### src/rtl/rf_wb_arbiter.sv
// Write-back arbiter for two producers (ALU, load unit) onto one register-file write port,
// plus a pending-write scoreboard that flags read-after-write hazards for the issue stage.
module rf_wb_arbiter #(
  parameter int unsigned XLEN = 32
) (
  input  logic            clk,
  input  logic            rst_n,
  input  logic            req0_valid,
  output logic            req0_ready,
  input  logic [4:0]      req0_rd,
  input  logic [XLEN-1:0] req0_data,
  input  logic            req1_valid,
  output logic            req1_ready,
  input  logic [4:0]      req1_rd,
  input  logic [XLEN-1:0] req1_data,
  input  logic            iss_valid,
  input  logic [4:0]      iss_rd,
  input  logic [4:0]      chk_rs1,
  input  logic [4:0]      chk_rs2,
  output logic            hazard,
  output logic [31:0]     busy,
  output logic            rf_we,
  output logic [4:0]      rf_a3,
  output logic [XLEN-1:0] rf_wd
);

  logic            prio_q, prio_d;
  logic            rf_we_q, rf_we_d;
  logic [4:0]      rf_a3_q, rf_a3_d;
  logic [XLEN-1:0] rf_wd_q, rf_wd_d;
  logic [31:0]     busy_q, busy_d;

  logic            gnt0, gnt1;
  logic [4:0]      wb_rd;
  logic [XLEN-1:0] wb_data;

  // Port always accepts; a lone requester wins, otherwise prio decides. Nothing is granted in reset.
  always_comb begin
    gnt0    = rst_n & req0_valid & (~req1_valid | ~prio_q);
    gnt1    = rst_n & req1_valid & (~req0_valid | prio_q);
    wb_rd   = gnt1 ? req1_rd : req0_rd;
    wb_data = gnt1 ? req1_data : req0_data;
  end

  assign req0_ready = gnt0;
  assign req1_ready = gnt1;

  // A write-back latched just before reset must not reach the register file.
  assign rf_we = rf_we_q & rst_n;
  assign rf_a3 = rf_a3_q;
  assign rf_wd = rf_wd_q;
  assign busy  = busy_q;

  always_comb begin
    prio_d  = prio_q;
    rf_we_d = 1'b0;
    rf_a3_d = rf_a3_q;
    rf_wd_d = rf_wd_q;
    if (gnt0) begin
      prio_d = 1'b1;
    end else if (gnt1) begin
      prio_d = 1'b0;
    end
    if (gnt0 || gnt1) begin
      rf_we_d = (wb_rd != 5'd0);
      rf_a3_d = wb_rd;
      rf_wd_d = wb_data;
    end
  end

  // Clear first so that a same-cycle issue to the committing register keeps it busy.
  always_comb begin
    busy_d = busy_q;
    if (rf_we) begin
      busy_d[rf_a3_q] = 1'b0;
    end
    if (iss_valid && (iss_rd != 5'd0)) begin
      busy_d[iss_rd] = 1'b1;
    end
    busy_d[0] = 1'b0;
  end

  always_comb begin
    hazard = ((chk_rs1 != 5'd0) && busy_q[chk_rs1]) ||
             ((chk_rs2 != 5'd0) && busy_q[chk_rs2]) ||
             (iss_valid && (iss_rd != 5'd0) && busy_q[iss_rd]);
  end

  always_ff @(posedge clk) begin
    if (!rst_n) begin
      prio_q  <= 1'b0;
      rf_we_q <= 1'b0;
      rf_a3_q <= 5'd0;
      rf_wd_q <= '0;
      busy_q  <= '0;
    end else begin
      prio_q  <= prio_d;
      rf_we_q <= rf_we_d;
      rf_a3_q <= rf_a3_d;
      rf_wd_q <= rf_wd_d;
      busy_q  <= busy_d;
    end
  end

endmodule
### config.mk
export PLATFORM = sky130hd
export DESIGN_NAME = rf_wb_arbiter
export DESIGN_NICKNAME = d
export VERILOG_FILES = /design/src/rtl/rf_wb_arbiter.sv
export SDC_FILE = /design/constraint.sdc
export NUM_CORES = 1
export LEC_CHECK = 0
export ABC_AREA = 0
export CELL_PAD_IN_SITES_DETAIL_PLACEMENT = 2
export CELL_PAD_IN_SITES_GLOBAL_PLACEMENT = 2
export CORE_MARGIN = 2
export CORE_UTILIZATION = 22
export CTS_CLUSTER_DIAMETER = 200
export DETAILED_ROUTE_END_ITERATION = 10
export PLACE_DENSITY_LB_ADDON = 0.25
export SKIP_LAST_GASP = 1
export SLEW_MARGIN = 20
export SYNTH_ARGS = -nofsm -noshare
export SYNTH_HDL_FRONTEND = slang
export SYNTH_SLANG_ARGS = --single-unit
### constraint.sdc
create_clock -name clk -period 1.7 [get_ports clk]
set_input_delay 0.17 -clock clk [delete_from_list [all_inputs] [get_ports clk]]
set_output_delay 0.17 -clock clk [all_outputs]
set_load 0.01 [all_outputs]
==> run metrics, run 1 <==
Die ar.=19600 um^2; final critical-path required period=2.31 ns; largest clock skew in the final design=between 0.006 and 0.007 ns; fraction of power consumed by combinational cells=24.0%; synthesized-area fraction occupied by ao, oa, aoi and oai cells=around a quarter; initial antenna violation count=0; initial DRC count=151; Design Power=0.00469 W; count of inserted antenna diode cells=0; slack of the worst reg-to-reg path=roughly 0.13 ns; run status=finished, violations left; post-DR vias/cell=4.99; Final Max Slew Viols=0; Crit Path Max Fanout=4; maximum clock path buffer count=2; drc violations=0; final setup vio count=1; failing checks=setup timing; area added between synthesis and finish=71.2%; crit path kind=register to primary output; Min-Delay Startpoint=rst_n; internal portion of total power=about 0.0034 W; final hold vios=0; Core Region=18000 um^2; TritonCTS clock tree=done; setup tns final=-0.608 ns; worst hold path depth=3; CP Data Required Time=1.53 ns; cell count of the worst reg-to-reg path=4; yosys synthesis warning count=0; dominant combinational cell family by area after synthesis=compound AO/OA/AOI/OAI gates; Clock Sink Count=70; total power per unit cell area=673 nW/um^2; ratio of final minimum period to clock period=136%; Setup crit start=busy[13]; hold-critical path endpoint=rf_a3[4]; level count of the clock H-tree=3; number of nets with antenna violations after routing=0; maxcap violations=0; number of global-route vias before repair=between 5000 and 6000; number of buffer cells added on primary ports=approximately 170; CTS buffer count=9; Async S/R FF share, synth=0%; end of the worst register-to-register path=busy[12]; Switching Share=around 27%; cell chosen for the clock root=clkbuf_16; adder and majority cell fraction of the synthesized area=0%; basic-gate share of the synthesized area counting and, or, nand and nor cells=roughly 15%; grt met2 use=about a third; final HPWL from detailed placement=14.8 mm; classification of the worst-slack hold path=input port to register; source-to-sink clock delay at the later pin of the worst-skew pair=0.34 ns; cell types occupying the most area after synthesis=dfxtp_1 (34%), mux2i_1 (13%), o211a_1 (9.1%), nand2_1 (6.7%), mux4_2 (6.6%); Commonest cells post-synth=nand2_1 (73), dfxtp_1 (70), mux2i_1 (51); number of synthesized flops with an enable pin=0; fraction of synthesized area in multiplexers=21.2%; capturing element type of the critical path=primary output; power share of the clock group=37.8%; total net switching power=0.00129 W; share of the synthesized netlist area taken by xor and xnor gates=0%; Reg clk slew, reported paths=0.06 ns; most instantiated flip-flop cell in the synthesis netlist=dfxtp_1; final weighted congestion of routability-driven global placement=0.881; launch instance of the worst register-to-register path=rf_we_q; cell with the most instances after synthesis=nand2_1; number of buffers inserted for hold repair after clock tree synthesis=0; peak supply drop=0.419 mV; sequential cell area fraction in the yosys report=34.5%; final worst setup slack=-0.608 ns; startpoint class of the critical path=register; met1 Track Usage GR=a little over a fifth; met3 Resource Use GR=under 10%; f_max=0.433 GHz; Leak=3.06 nW; wire length per cell=between 20 and 25 um; area leader, netlist=dfxtp_1; area share of the largest cell type after synthesis=34.5%; Total GRT Usage=19.1%; nets in the synthesized netlist=534; total congestion overflow=0; Site Rows=49; Initial DRT Pass Iterations=4; sequential share of power=38.2%; number of storage elements in the synthesis netlist=70; initial core utilization=22.6%; RSZ-0062 raised after global routing=yes; vertical die dimension=140 um; chip width=140 um; synthesized area divided by synthesized cell count=9.24 um^2; Syn Inst Count=440; Routed WL=around 19 mm; fraction of layout cells with a size suffix above 1=22.8%; Top Usage Layer GRT=met2; Mapped Area=4070 um^2; post-synth cell types=46; wire length of the first global-routing pass=between 20 and 30 mm; WP data arrival=between 2 and 2.5 ns; number of primary I/O pins=167; via count=4518; pin count of the biggest net entering global routing=44; nets=765
==> logic make-up after synthesis <==
logic type | count (synthesis)
mux | 70
compound gates | 125
buf+inv | 44
other cells | 1
flops | 70
simple gates | 130
==> cells in the final DEF, fill, tap and decap left out, types with 4 or more instances in the layout <==
master	instances
mux2_2	5
nand2_1	73
o211a_1	37
dlygate4sd2_1	9
a21boi_0	32
buf_12	5
nor3b_1	5
clkdlybuf4s50_1	152
nand3b_1	8
clkbuf_16	9
dfxtp_1	56
and3b_1	4
buf_4	89
mux4_2	12
o21ai_0	34
mux2i_1	50
o2111ai_1	4
dfxtp_2	12
nand3_1	7
nor2b_1	5
nor2_1	9
==> power by group through the flow <==
stage / Combinational (W) / Clock (W) / Sequential [W]
final: 0.00112 / 0.00177 / 0.00179
after floorplan: 0.000428 / 0 / 0.00185
after global placement: 0.00108 / 0 / 0.00182
after global routing: 0.00122 / 0.00190 / 0.00180
after detailed placement: 0.00112 / 0 / 0.00183
after CTS: 0.00114 / 0.00181 / 0.00179
==> registers in the layout, indices dropped and copies added, names as in the netlist <==
signal	flops
rf_wd	32
busy	31
rf_a3	5
prio_q	1
rf_we_q	1
==> per-stage QoR <==
stage | hold slack, ns | instance area [um^2] | worst slack (ns) | instances | utilization [%]
after floorplan | 0.311 | 4070 | -0.0210 | 440 | -
after global placement | 0.509 | 6590 | -1.09 | 887 | 36.6
after detailed placement | 0.529 | 6590 | -1.19 | 887 | 36.6
after CTS | 0.375 | 6950 | -0.605 | 905 | 38.6
after global routing | 0.390 | 6960 | -0.667 | 905 | 38.6
final | 0.368 | 6960 | -0.608 | 905 | 38.6
==> cell type report <==
class	instances	area, um^2
fillers	1961	11100
multi-input cells	326	2520
repair buffers	261	2450
flip-flops and latches	70	1420
well taps	229	287
clock buffers	12	246
clock inverters	4	22.5
inverters	3	11.3
==> worst max-delay path, cell delays in order (launching register included) <==
cell	delay [ns]
dfxtp_4	0.37
mux2_4	0.27
a22o_1	0.24
a2111oi_4	0.30
o311ai_2	0.16
a311o_1	0.30
buf_2	0.14
==> worst max path at each step <==
stage	end	slack [ns]	depth (start not counted)
2_1_floorplan	hazard	-0.02	5
3_3_place_gp	hazard	-1.09	7
3_5_place_dp	hazard	-1.19	8
4_1_cts	hazard	-0.60	6
5_1_grt	hazard	-0.67	6
6_report	hazard	-0.61	6
==> what timing repair did <==
item | in CTS | in global routing
endpoints found under the setup margin | 5 | 5
setup buffers | 1 | 0
gates cloned | 1 | 0
pin swaps | 3 | 1
gates resized for setup | 31 | 7
==> metal layers <==
metal | vias to the layer above | share of wire, %
li1 | 2085 | -
met1 | 2228 | 40
met2 | 169 | 49
met3 | 36 | 7.8
met4 | 0 | 3.2
met5 | - | 0
No activity file was read; power rests on OpenSTA's default activity.
==> inputs of run 2 (changes only) <==
--- a/config.mk
+++ b/config.mk
@@ -12,6 +12,7 @@
 export CORE_UTILIZATION = 22
 export CTS_CLUSTER_DIAMETER = 200
 export DETAILED_ROUTE_END_ITERATION = 10
+export GPL_ROUTABILITY_DRIVEN = 0
 export PLACE_DENSITY_LB_ADDON = 0.25
 export SKIP_LAST_GASP = 1
 export SLEW_MARGIN = 20
==> results of run 2 <==
Final layout, timing and power as in run 1 (identical DEF).
